===== config.mk =====
export PLATFORM = sky130hd
export DESIGN_NAME = esp8266_encode_flat
export DESIGN_NICKNAME = d
export VERILOG_FILES = /design/src/rtl/esp8266_encode_if.sv /design/src/rtl/esp8266_encode.sv /design/src/flat_wrapper.sv
export SDC_FILE = /design/constraint.sdc
export NUM_CORES = 1
export LEC_CHECK = 0
export ABC_AREA = 1
export CAP_MARGIN = 20
export CORE_MARGIN = 2
export CORE_UTILIZATION = 43
export CTS_BUF_LIST = sky130_fd_sc_hd__clkbuf_16
export DETAILED_ROUTE_END_ITERATION = 10
export MAX_ROUTING_LAYER = met4
export PLACE_DENSITY = 0.66
export SYNTH_ARGS = -nofsm -noshare
export SYNTH_HDL_FRONTEND = slang
export SYNTH_SLANG_ARGS = --single-unit

===== constraint.sdc =====
create_clock -name clk -period 2.2 [get_ports clk]
set_input_delay 0.44 -clock clk [delete_from_list [all_inputs] [get_ports clk]]
set_output_delay 0.44 -clock clk [all_outputs]
set_load 0.01 [all_outputs]

===== src/rtl/esp8266_encode_if.sv =====
// Handshake bundle between the ESP8266 command encoder, the application,
// and the UART TX/RX byte engines.
interface esp8266_encode_if;
    logic        send;
    logic [23:0] payload;
    logic        tx_busy;
    logic        tx_start;
    logic [7:0]  tx_data;
    logic        rx_int;
    logic [7:0]  rx_data;
    logic        busy;
    logic        done;
    logic        timeout;

    modport master (
        output send, payload, tx_busy, rx_int, rx_data,
        input  tx_start, tx_data, busy, done, timeout
    );

    modport slave (
        input  send, payload, tx_busy, rx_int, rx_data,
        output tx_start, tx_data, busy, done, timeout
    );
endinterface


===== src/rtl/esp8266_encode.sv =====
// Sends "AT+CIPSEND=3\r\n", waits for the '>' prompt on the RX stream,
// then sends a latched 3-byte payload through the UART TX engine.
module esp8266_encode #(
    parameter int PROMPT_TIMEOUT = 50_000_000
) (
    input logic              clk,
    input logic              rst,
    esp8266_encode_if.slave  bus
);
    localparam int CW = (PROMPT_TIMEOUT > 2) ? $clog2(PROMPT_TIMEOUT) : 1;
    localparam logic [CW-1:0] CNT_LAST = CW'(PROMPT_TIMEOUT - 1);

    typedef enum logic [1:0] {IDLE, HDR, PROMPT, PAY} state_t;
    typedef enum logic [1:0] {ISSUE, WAIT_HI, WAIT_LO} step_t;

    state_t        state;
    step_t         step;
    logic [3:0]    idx;
    logic [23:0]   pl;
    logic [CW-1:0] cnt;
    logic          rx_q;
    logic          tx_start_q;
    logic [7:0]    tx_data_q;
    logic          busy_q;
    logic          done_q;
    logic          timeout_q;
    logic [7:0]    cur_byte;
    logic          last_byte;
    logic          rx_fall;

    assign bus.tx_start = tx_start_q;
    assign bus.tx_data  = tx_data_q;
    assign bus.busy     = busy_q;
    assign bus.done     = done_q;
    assign bus.timeout  = timeout_q;

    assign rx_fall   = rx_q & ~bus.rx_int;
    assign last_byte = (state == HDR) ? (idx == 4'd13) : (idx == 4'd2);

    always_comb begin
        cur_byte = 8'h00;
        if (state == PAY) begin
            case (idx)
                4'd0:    cur_byte = pl[23:16];
                4'd1:    cur_byte = pl[15:8];
                default: cur_byte = pl[7:0];
            endcase
        end else begin
            case (idx)
                4'd0:    cur_byte = 8'h41;
                4'd1:    cur_byte = 8'h54;
                4'd2:    cur_byte = 8'h2B;
                4'd3:    cur_byte = 8'h43;
                4'd4:    cur_byte = 8'h49;
                4'd5:    cur_byte = 8'h50;
                4'd6:    cur_byte = 8'h53;
                4'd7:    cur_byte = 8'h45;
                4'd8:    cur_byte = 8'h4E;
                4'd9:    cur_byte = 8'h44;
                4'd10:   cur_byte = 8'h3D;
                4'd11:   cur_byte = 8'h33;
                4'd12:   cur_byte = 8'h0D;
                default: cur_byte = 8'h0A;
            endcase
        end
    end

    always_ff @(posedge clk or posedge rst) begin
        if (rst) begin
            state      <= IDLE;
            step       <= ISSUE;
            idx        <= '0;
            pl         <= '0;
            cnt        <= '0;
            rx_q       <= 1'b0;
            tx_start_q <= 1'b0;
            tx_data_q  <= 8'h00;
            busy_q     <= 1'b0;
            done_q     <= 1'b0;
            timeout_q  <= 1'b0;
        end else begin
            rx_q       <= bus.rx_int;
            tx_start_q <= 1'b0;
            done_q     <= 1'b0;
            timeout_q  <= 1'b0;
            case (state)
                IDLE: begin
                    if (bus.send) begin
                        state  <= HDR;
                        step   <= ISSUE;
                        idx    <= '0;
                        pl     <= bus.payload;
                        busy_q <= 1'b1;
                    end
                end
                HDR, PAY: begin
                    case (step)
                        ISSUE: begin
                            if (!bus.tx_busy) begin
                                tx_start_q <= 1'b1;
                                tx_data_q  <= cur_byte;
                                step       <= WAIT_HI;
                            end
                        end
                        WAIT_HI: if (bus.tx_busy) step <= WAIT_LO;
                        default: begin
                            if (!bus.tx_busy) begin
                                step <= ISSUE;
                                idx  <= idx + 4'd1;
                                if (last_byte) begin
                                    if (state == HDR) begin
                                        state <= PROMPT;
                                        cnt   <= '0;
                                    end else begin
                                        state  <= IDLE;
                                        done_q <= 1'b1;
                                        busy_q <= 1'b0;
                                    end
                                end
                            end
                        end
                    endcase
                end
                PROMPT: begin
                    // A prompt landing on the terminal count still wins.
                    if (rx_fall && bus.rx_data == 8'h3E) begin
                        state <= PAY;
                        step  <= ISSUE;
                        idx   <= '0;
                    end else if (cnt == CNT_LAST) begin
                        state     <= IDLE;
                        timeout_q <= 1'b1;
                        busy_q    <= 1'b0;
                    end else begin
                        cnt <= cnt + CW'(1);
                    end
                end
                default: state <= IDLE;
            endcase
        end
    end
endmodule


===== src/flat_wrapper.sv =====
// flat-port wrapper written by rule: the top's interface ports become plain ports
module esp8266_encode_flat 
#(
    parameter int PROMPT_TIMEOUT = 50_000_000
)
  (clk, rst, bus_send, bus_payload, bus_tx_busy, bus_rx_int, bus_rx_data, bus_tx_start, bus_tx_data, bus_busy, bus_done, bus_timeout);
  esp8266_encode_if bus_i ();
  input logic clk;
  input logic rst;
  input wire logic [$bits(bus_i.send)-1:0] bus_send;
  input wire logic [$bits(bus_i.payload)-1:0] bus_payload;
  input wire logic [$bits(bus_i.tx_busy)-1:0] bus_tx_busy;
  input wire logic [$bits(bus_i.rx_int)-1:0] bus_rx_int;
  input wire logic [$bits(bus_i.rx_data)-1:0] bus_rx_data;
  output wire logic [$bits(bus_i.tx_start)-1:0] bus_tx_start;
  output wire logic [$bits(bus_i.tx_data)-1:0] bus_tx_data;
  output wire logic [$bits(bus_i.busy)-1:0] bus_busy;
  output wire logic [$bits(bus_i.done)-1:0] bus_done;
  output wire logic [$bits(bus_i.timeout)-1:0] bus_timeout;
  assign bus_i.send = bus_send;
  assign bus_i.payload = bus_payload;
  assign bus_i.tx_busy = bus_tx_busy;
  assign bus_i.rx_int = bus_rx_int;
  assign bus_i.rx_data = bus_rx_data;
  assign bus_tx_start = bus_i.tx_start;
  assign bus_tx_data = bus_i.tx_data;
  assign bus_busy = bus_i.busy;
  assign bus_done = bus_i.done;
  assign bus_timeout = bus_i.timeout;
  esp8266_encode #(.PROMPT_TIMEOUT(PROMPT_TIMEOUT)) u_core (.clk(clk), .rst(rst), .bus(bus_i));
endmodule

==> results of run 1 <==
==> routing by layer <==
| metal | wire length, um | global-route usage | up-vias |
|---|---|---|---|
| met1 | 4500 | 0.244 | 1760 |
| met2 | 4990 | 0.343 | 86 |
| met4 | 131 | 0.0705 | 0 |
| li1 | - | - | 1963 |
| met3 | 440 | 0.0560 | 11 |
| met5 | 0 | - | - |
==> registers in the layout, summed over array words and instances (netlist names), 2 cells and up <==
signal / cells
u_core.cnt: 26
u_core.pl: 24
u_core.bus.tx_data: 8
u_core.idx: 4
u_core.state: 2
u_core.step: 2
==> Yosys cell counts, types with 3 or more instances <==
library cell	count	area, um2
ha_1	8	100
mux2_2	24	270
a21oi_1	5	25.0
inv_1	47	176
o21ai_0	13	65.1
xor2_1	6	52.6
o211ai_1	3	22.5
buf_2	3	15.0
nor3b_1	3	22.5
nor2_2	3	18.8
dfrtp_1	71	1780
nand3b_1	3	22.5
nor2_4	5	56.3
nor2_1	85	319
nor3_1	7	35.0
nand2_1	239	897
nand3_1	23	115
nand4_1	10	62.6
buf_6	5	56.3
inv_2	5	18.8
==> how the worst max path moves through the flow <==
stage / from / endpoint
global route: u_core.cnt[0] / u_core.cnt[18]
detailed placement: bus_tx_busy / u_core.cnt[16]
CTS: u_core.cnt[0] / u_core.cnt[16]
global placement: bus_tx_busy / u_core.cnt[22]
floorplan: u_core.cnt[0] / u_core.cnt[18]
finish: u_core.cnt[0] / u_core.cnt[16]
==> power groups by stage <==
stage	logic (mW)	clock network, mW	registers (mW)
finish	1.14	1.48	1.58
CTS	1.15	1.53	1.57
global placement	1.13	0	1.59
global route	1.29	1.58	1.60
detailed placement	1.14	0	1.59
floorplan	0.678	0	1.57
==> metrics by stage <==
stage / total power, mW / instances / instance area, um2 / setup WS (ns)
detailed placement: 2.73 / 768 / 4960 / 0.105
floorplan: 2.25 / 589 / 4290 / 0.542
CTS: 4.25 / 784 / 5260 / 0.205
finish: 4.20 / 784 / 5260 / 0.201
global placement: 2.72 / 768 / 4960 / 0.145
global route: 4.47 / 784 / 5260 / 0.0442
==> kinds of logic after synthesis <==
| group | share of synthesized area |
|---|---|
| compound gates | 0.0385 |
| xor+xnor | 0.0163 |
| fa+ha+maj | 0.0234 |
| buf+inv | 0.0674 |
| flops | 0.414 |
| mux | 0.0630 |
| simple gates | 0.377 |
==> layout by cell type (no fill, tap or decap), types with 7 or more instances in the layout <==
cell             count
mux2_2              24
clkbuf_16            9
ha_1                 8
dfrtp_1             71
inv_1               46
buf_4                7
nand4_1             10
clkdlybuf4s50_1     48
nand3_1             23
nor3_1               7
o21ai_0             13
nor2_1              85
nand2_1            239
==> final cells by class <==
class | instances | area share
inverters | 52 | 0.0378
multi-input cells | 454 | 0.422
repair buffers | 58 | 0.113
flip-flops and latches | 71 | 0.338
clock buffers | 9 | 0.0428
well taps | 133 | 0.0316
clock inverters | 7 | 0.0150
==> results.sh, run 1 <==
export IMPL_leakage_nw=2.46
export IMPL_first_pass_iters=5
export IMPL_cpMostUsedCell="nand2_1"
export IMPL_critPathLaunchType="flip-flop"
export IMPL_max_cap_violations=0
export IMPL_dp_hpwl_um=7460
export IMPL_drv_slew=0
export IMPL_grt_pass1_vias=3890
export IMPL_whs_ns=0.461
export IMPL_min_period_over_period=0.909
export IMPL_reg2reg_from="u_core.cnt[0]"
export IMPL_multi_input_area_um2=2220
export IMPL_crit_path_end_kind="flip-flop"
export IMPL_clock_sinks=71
export IMPL_clockPowerShare=0.353
export IMPL_grtUsageTotal=0.207
export IMPL_clock_latency_ns=0.34
export IMPL_ir_drop_mv=0.480
export IMPL_reg2reg_slack_ns=0.20
export IMPL_cts_htree_levels=3
export IMPL_critPathRequiredTime_ns=2.48
export IMPL_tightest_slew_ns=0.587
export IMPL_post_cts_buffers=0
export IMPL_rsz0062_at_grt="false"
export IMPL_vias_per_cell=4.87
export IMPL_grt_start_max_net_pins=31
export IMPL_internal_power_mw=2.81
export IMPL_postRouteWirelength_um=10100
export IMPL_cts_hold_buffers=0
export IMPL_worstSetupPathType="flip-flop to flip-flop"
export IMPL_netlist_instances=589
export IMPL_dieArea_um2=10800
export IMPL_crit_buf_inv=0
export IMPL_seq_area_um2=1780
export IMPL_cp_top_family="simple AND/OR/NAND/NOR gates"
export IMPL_drive_gt1_frac=0.109
export IMPL_r2r_end="u_core.cnt[16]"
export IMPL_cts_reportedPaths_clkPinSlew_ns=0.06
export IMPL_io_pins=49
export IMPL_start_util=0.441
export IMPL_setup_viol=0
export IMPL_hp_class="primary input to asynchronous set/reset pin"
export IMPL_r2r_cells=10
export IMPL_combPwrFrac=0.272
export IMPL_crit_slowest_cell="nor2_4"
export IMPL_sw_frac_of_total=0.330
export IMPL_clk_path_buf_depth=2
export IMPL_grt_overflow=0
export IMPL_cts_resized=0
export IMPL_die_w_um=104
export IMPL_placementRows=36
export IMPL_ys_warn_count=0
export IMPL_critPathMaxFanout=24
export IMPL_status="finished clean"
export IMPL_drt_first_iter_violations=167
export IMPL_synth_fp_nets=634
export IMPL_syn_avg_cell_area_um2=7.28
export IMPL_synth_area_um2=4290
export IMPL_n_antenna_cell=0
export IMPL_core_area_um2=9730
export IMPL_clock_skew_ns=0.00877
export IMPL_synth_edf_count=0
export IMPL_areaGrowthSynthToFinish_pct=22.7
export IMPL_synthArstFlopShare=1.00
export IMPL_path_depth=10
export IMPL_clockRootBuffer="clkbuf_16"
export IMPL_ys_types=33
export IMPL_numCtsBuffers=9
export IMPL_portBuffers=48
export IMPL_worstPathCellList="ha_1 -> nand2_1 -> nor2_4 -> nand2_1 -> nor2_1 -> nand3_2 -> nand2_1 -> nor2_4 -> nand2_1 -> nand2_1"
export IMPL_synth_seq_cells=71
export IMPL_slowest_delay_ns=0.47
export IMPL_num_vias=3820
export IMPL_p_seq_frac=0.375
export IMPL_ys_seq_area_frac=0.414
export IMPL_powerDensity_nw_per_um2=798
export IMPL_die_h_um=104
export IMPL_relSlewSlack=0.608
export IMPL_synth_flop_cell="dfrtp_1"
export IMPL_drc=0
export IMPL_cp_arrival_ns=2.27
export IMPL_p_sw_mw=1.39
export IMPL_gp_congestion=0.940
export IMPL_wl_per_cell_um=12.8
export IMPL_utilization=0.541
export IMPL_min_period_ns=2.00
export IMPL_final_nets=691
export IMPL_nFillCells=974
export IMPL_hold_viol_final=0
export IMPL_max_freq_mhz=500
export IMPL_grt_pass1_wl_um=17800
export IMPL_antenna_found_initial=0
export IMPL_cts_tree="built"
export IMPL_ant_nets=0
export IMPL_fin_setup_tns_ns=0
No activity file was read; power rests on OpenSTA's default activity.
==> inputs of run 2 (changes only) <==
==> constraint.sdc (replaced) <==
create_clock -name clk -period 2.2 [get_ports clk]
set_input_delay 0.33 -clock clk [delete_from_list [all_inputs] [get_ports clk]]
set_output_delay 0.33 -clock clk [all_outputs]
set_load 0.01 [all_outputs]
==> results.sh, run 2 (same netlist as run 1, synthesis figures left out) <==
export IMPL_critPathRequiredTime_ns=2.43
export IMPL_dp_hpwl_um=7330
export IMPL_setup_viol=0
export IMPL_cts_resized=0
export IMPL_areaGrowthSynthToFinish_pct=22.2
export IMPL_largest_reg_flops=26
export IMPL_powerDensity_nw_per_um2=806
export IMPL_sw_frac_of_total=0.337
export IMPL_rsz0062_at_grt="false"
export IMPL_worstSetupPathType="flip-flop to flip-flop"
export IMPL_die_h_um=104
export IMPL_ant_nets=0
export IMPL_core_area_um2=9730
export IMPL_drt_first_iter_violations=186
export IMPL_die_w_um=104
export IMPL_wl_per_cell_um=12.9
export IMPL_cts_htree_levels=3
export IMPL_layout_commonest_cell="nand2_1"
export IMPL_grt_start_max_net_pins=72
export IMPL_p_sw_mw=1.42
export IMPL_grt_overflow=0
export IMPL_drc=0
export IMPL_min_period_ns=1.84
export IMPL_layout_common_cells="239 x nand2_1, 85 x nor2_1, 71 x dfrtp_1"
export IMPL_relSlewSlack=0.482
export IMPL_multi_input_area_um2=2220
export IMPL_n_antenna_cell=0
export IMPL_dieArea_um2=10800
export IMPL_post_cts_buffers=0
export IMPL_clk_path_buf_depth=2
export IMPL_crit_path_end_kind="flip-flop"
export IMPL_r2r_cells=10
export IMPL_clock_sinks=71
export IMPL_leakage_nw=2.44
export IMPL_fin_setup_tns_ns=0
export IMPL_cp_top_family="buffers and inverters"
export IMPL_status="finished clean"
export IMPL_drive_gt1_frac=0.108
export IMPL_routed_top_layer="met4"
export IMPL_min_period_over_period=0.835
export IMPL_cts_tree="built"
export IMPL_reg2reg_slack_ns=0.36
export IMPL_combPwrFrac=0.266
export IMPL_cts_hold_buffers=0
export IMPL_dp_cells=767
export IMPL_cts_reportedPaths_clkPinSlew_ns=0.06
export IMPL_internal_power_mw=2.80
export IMPL_ir_drop_mv=0.585
export IMPL_crit_buf_inv=3
export IMPL_reg2reg_from="u_core.idx[1]"
export IMPL_clock_skew_ns=0.00529
export IMPL_p_seq_frac=0.374
export IMPL_post_place_ws_ns=0.202
export IMPL_seq_area_um2=1780
export IMPL_clock_latency_ns=0.34
export IMPL_fin_total_pwr_mw=4.22
export IMPL_max_cap_violations=0
export IMPL_nFillCells=960
export IMPL_worstPathCellList="inv_1 -> ha_1 -> inv_1 -> nor2_2 -> nor2_1 -> buf_4 -> nand2_1 -> nand3_1 -> o21ai_1 -> nand2_1"
export IMPL_grt_pass1_wl_um=18000
export IMPL_portBuffers=48
export IMPL_top_register="u_core.cnt"
export IMPL_grt_pass1_vias=3955
export IMPL_grtUsageTotal=0.211
export IMPL_postRouteWirelength_um=10100
export IMPL_critPathMaxFanout=8
export IMPL_crit_slowest_cell="dfrtp_1"
export IMPL_io_pins=49
export IMPL_final_nets=690
export IMPL_antenna_found_initial=0
export IMPL_whs_ns=0.392
export IMPL_met3_length_um=386
export IMPL_cp_arrival_ns=2.07
export IMPL_r2r_end="u_core.bus.tx_data[0]"
export IMPL_gp_congestion=0.896
export IMPL_startpoint="u_core.idx[1]"
export IMPL_numCtsBuffers=9
export IMPL_critPathLaunchType="flip-flop"
export IMPL_tightest_slew_ns=0.776
export IMPL_setup_slack_ns=0.364
export IMPL_stdcell_count=783
export IMPL_max_freq_mhz=545
export IMPL_slowest_delay_ns=0.46
export IMPL_clockRootBuffer="clkbuf_16"
export IMPL_met2_length_um=5020
export IMPL_hp_class="primary input to asynchronous set/reset pin"
export IMPL_hold_viol_final=0
export IMPL_clockPowerShare=0.360
export IMPL_vias_per_cell=4.88
export IMPL_start_util=0.441
export IMPL_num_vias=3820
export IMPL_met1_length_um=4560
export IMPL_first_pass_iters=4
export IMPL_drv_slew=0
export IMPL_placementRows=36
==> run 2: cell count changes in the layout (fill, tap and decap cells not counted) <==
cell,previous run,this run
clkinv_4,3,0
clkinvlp_4,1,3
buf_12,3,2
clkinv_2,1,0
inv_2,5,6
inv_6,2,3
==> run 2: worst max path at each step <==
stage,endpoint,slack [ns],cells after the start
2_1_floorplan,u_core.bus.busy,0.07,1
3_3_place_gp,u_core.cnt[12],0.27,9
3_5_place_dp,u_core.cnt[2],0.20,9
4_1_cts,u_core.bus.tx_data[0],0.36,10
5_1_grt,u_core.bus.tx_data[0],0.13,10
6_report,u_core.bus.tx_data[0],0.36,10
==> run 2: cell type report <==
type | count | area share
clock buffer | 9 | 0.0430
multi-input combinational | 454 | 0.424
inverter | 52 | 0.0373
clock inverter | 7 | 0.0151
tap | 133 | 0.0318
sequential | 71 | 0.339
timing repair buffer | 57 | 0.109
==> run 2: per-stage QoR <==
step	instance area, um2	util
floorplan	4290	-
global placement	4930	0.507
detailed placement	4930	0.507
CTS	5240	0.538
global route	5240	0.538
finish	5240	0.538
==> run 2: worst reg2reg max path, delay by kind of cell, from the launching register on <==
family | cells | cell delay [ns]
AO/OA/AOI/OAI | 1 | 0.15
adder cells (fa/ha/maj) | 1 | 0.23
AND/OR/NAND/NOR | 5 | 0.42
buffers and inverters | 3 | 0.47
flip-flops | 1 | 0.46
==> run 2: layer usage <==
layer  vias up  global-route usage
met2        65               0.361
met3         9              0.0535
met1      1786               0.246
met4         0              0.0637
li1       1960                   -
met5         -                   -
==> run 2: power groups by stage <==
| stage | sequential (mW) | combinational, mW | clock [mW] |
|---|---|---|---|
| floorplan | 1.57 | 0.678 | 0 |
| global placement | 1.60 | 1.11 | 0 |
| detailed placement | 1.60 | 1.13 | 0 |
| CTS | 1.58 | 1.14 | 1.55 |
| global route | 1.60 | 1.26 | 1.61 |
| finish | 1.58 | 1.12 | 1.52 |
==> inputs of run 3 (changes only) <==
PLACE_DENSITY = default   (was 0.66)
clock period = 1.7 ns   (was 2.2 ns; I/O delays follow)
==> results.sh, run 3 (same netlist as run 1, synthesis figures left out) <==
export IMPL_status="finished clean"
export IMPL_largest_reg_flops=26
export IMPL_critPathMaxFanout=6
export IMPL_drc=0
export IMPL_min_period_over_period=0.964
export IMPL_layout_commonest_cell="nand2_1"
export IMPL_drt_first_iter_violations=231
export IMPL_start_util=0.441
export IMPL_top_register="u_core.cnt"
export IMPL_grt_pass1_wl_um=19000
export IMPL_hold_viol_final=0
export IMPL_core_area_um2=9730
export IMPL_p_sw_mw=1.97
export IMPL_antenna_found_initial=0
export IMPL_relSlewSlack=0.737
export IMPL_powerDensity_nw_per_um2=974
export IMPL_drive_gt1_frac=0.223
export IMPL_max_freq_mhz=610
export IMPL_first_pass_iters=4
export IMPL_placementRows=36
export IMPL_hp_class="primary input to asynchronous set/reset pin"
export IMPL_final_nets=744
export IMPL_leakage_nw=2.72
export IMPL_die_h_um=104
export IMPL_layout_common_cells="229 x nand2_1, 75 x nor2_1, 68 x dfrtp_1"
export IMPL_grt_overflow=0
export IMPL_grt_use_met3=0.0535
export IMPL_crit_slowest_cell="dfrtp_2"
export IMPL_min_period_ns=1.64
export IMPL_postRouteWirelength_um=11700
export IMPL_r2r_end="u_core.cnt[1]"
export IMPL_io_pins=49
export IMPL_top_usage_layer="met2"
export IMPL_grt_start_max_net_pins=37
export IMPL_sw_frac_of_total=0.344
export IMPL_reg2reg_from="u_core.state[0]"
export IMPL_use_met1=0.262
export IMPL_clock_sinks=71
export IMPL_dieArea_um2=10800
export IMPL_clock_skew_ns=0.00606
export IMPL_portBuffers=48
export IMPL_drv_slew=0
export IMPL_reg2reg_slack_ns=0.06
export IMPL_numCtsBuffers=9
export IMPL_fin_total_pwr_mw=5.72
export IMPL_rsz0062_at_grt="true"
export IMPL_clockRootBuffer="clkbuf_16"
export IMPL_max_cap_violations=0
export IMPL_cp_arrival_ns=1.87
export IMPL_gp_congestion=0.903
export IMPL_wl_per_cell_um=14.0
export IMPL_cts_tree="built"
export IMPL_tightest_slew_ns=0.394
export IMPL_startpoint="u_core.state[0]"
export IMPL_clock_latency_ns=0.34
export IMPL_cp_top_family="simple AND/OR/NAND/NOR gates"
export IMPL_ant_nets=0
export IMPL_use_met2=0.385
export IMPL_clk_path_buf_depth=2
export IMPL_combPwrFrac=0.335
export IMPL_vias_per_cell=4.87
export IMPL_crit_buf_inv=3
export IMPL_n_antenna_cell=0
export IMPL_crit_path_end_kind="flip-flop"
export IMPL_ir_drop_mv=0.919
export IMPL_critPathRequiredTime_ns=1.93
export IMPL_grt_pass1_vias=4135
export IMPL_worstPathCellList="buf_4 -> nor2_4 -> nand4_1 -> nand2_2 -> nor2_4 -> buf_12 -> buf_4 -> nand3b_1 -> nand2_1"
export IMPL_p_seq_frac=0.346
export IMPL_cts_htree_levels=3
export IMPL_slowest_delay_ns=0.45
export IMPL_die_w_um=104
export IMPL_setup_slack_ns=0.0614
export IMPL_cp_endpoint="u_core.cnt[1]"
export IMPL_areaGrowthSynthToFinish_pct=37.1
export IMPL_num_vias=4078
export IMPL_setup_viol=0
export IMPL_internal_power_mw=3.75
export IMPL_cts_reportedPaths_clkPinSlew_ns=0.06
export IMPL_path_depth=9
export IMPL_whs_ns=0.260
export IMPL_worstSetupPathType="flip-flop to flip-flop"
export IMPL_post_place_ws_ns=-0.207
export IMPL_critPathLaunchType="flip-flop"
export IMPL_grtUsageTotal=0.227
export IMPL_clockPowerShare=0.319
export IMPL_r2r_cells=9
export IMPL_dp_hpwl_um=8170
-- run 3: cell types whose count changed in the layout (fill, tap and decap cells not counted), sizes merged --
| cell | change |
|---|---|
| inv | -1 |
| buf | +50 |
| clkinvlp | -1 |
| nor2 | +1 |
| bufinv | -1 |
| nand2 | +3 |
| clkinv | +3 |
-- run 3: cell type report --
| cell class | instances | area (um2) |
|---|---|---|
| inverter | 52 | 199 |
| clock buffer | 9 | 225 |
| multi-input combinational | 458 | 2430 |
| timing repair buffer | 107 | 1010 |
| clock inverter | 7 | 65.1 |
| fill | 917 | 3850 |
| tap | 133 | 166 |
| sequential | 71 | 1780 |
-- run 3: power by group through the flow --
stage | sequential (mW) | combinational, mW | clock [mW]
final | 1.98 | 1.92 | 1.83
after global routing | 2.00 | 2.12 | 1.96
after CTS | 1.99 | 1.75 | 1.88
after detailed placement | 2.01 | 1.72 | 0
after global placement | 2.01 | 1.71 | 0
after floorplan | 2.03 | 0.878 | 0
-- run 3: stage by stage --
stage | utilization | instances | TNS [ns] | cell area (um2)
6_report | 0.604 | 837 | 0 | 5880
3_5_place_dp | 0.541 | 807 | -4.48 | 5260
5_1_grt | 0.604 | 837 | -0.260 | 5880
3_3_place_gp | 0.541 | 807 | -3.42 | 5260
4_1_cts | 0.577 | 827 | 0 | 5610
2_1_floorplan | - | 589 | 0 | 4290
-- run 3: worst min path at each step --
stage                                 end  slack, ns  cells past startpoint
finish                      u_core.cnt[2]       0.26                      2
global route                u_core.cnt[2]       0.28                      2
CTS                         u_core.cnt[2]       0.27                      2
detailed placement  u_core.bus.tx_data[0]       0.46                      2
global placement    u_core.bus.tx_data[7]       0.46                      2
floorplan                     u_core.rx_q       0.29                      0
-- run 3: repair_timing --
item | in CTS | in global routing
hold buffers | 0 | 0
endpoints found under the setup margin | 25 | 33
cloned | 1 | 3
pin swaps | 2 | 15
resized for setup | 7 | 45
buffers inserted | 3 | 8
-- run 3: layer usage --
| layer | share of wire | vias up |
|---|---|---|
| met5 | 0 | - |
| met4 | 0.031 | 0 |
| met3 | 0.049 | 32 |
| met1 | 0.43 | 1871 |
| li1 | - | 2082 |
| met2 | 0.49 | 93 |
-- run 3: worst reg2reg max path, delay by kind of cell, from the launching register on --
| kind | cells | cell delay [ns] |
|---|---|---|
| buf+inv | 3 | 0.44 |
| flops | 1 | 0.45 |
| simple gates | 6 | 0.63 |
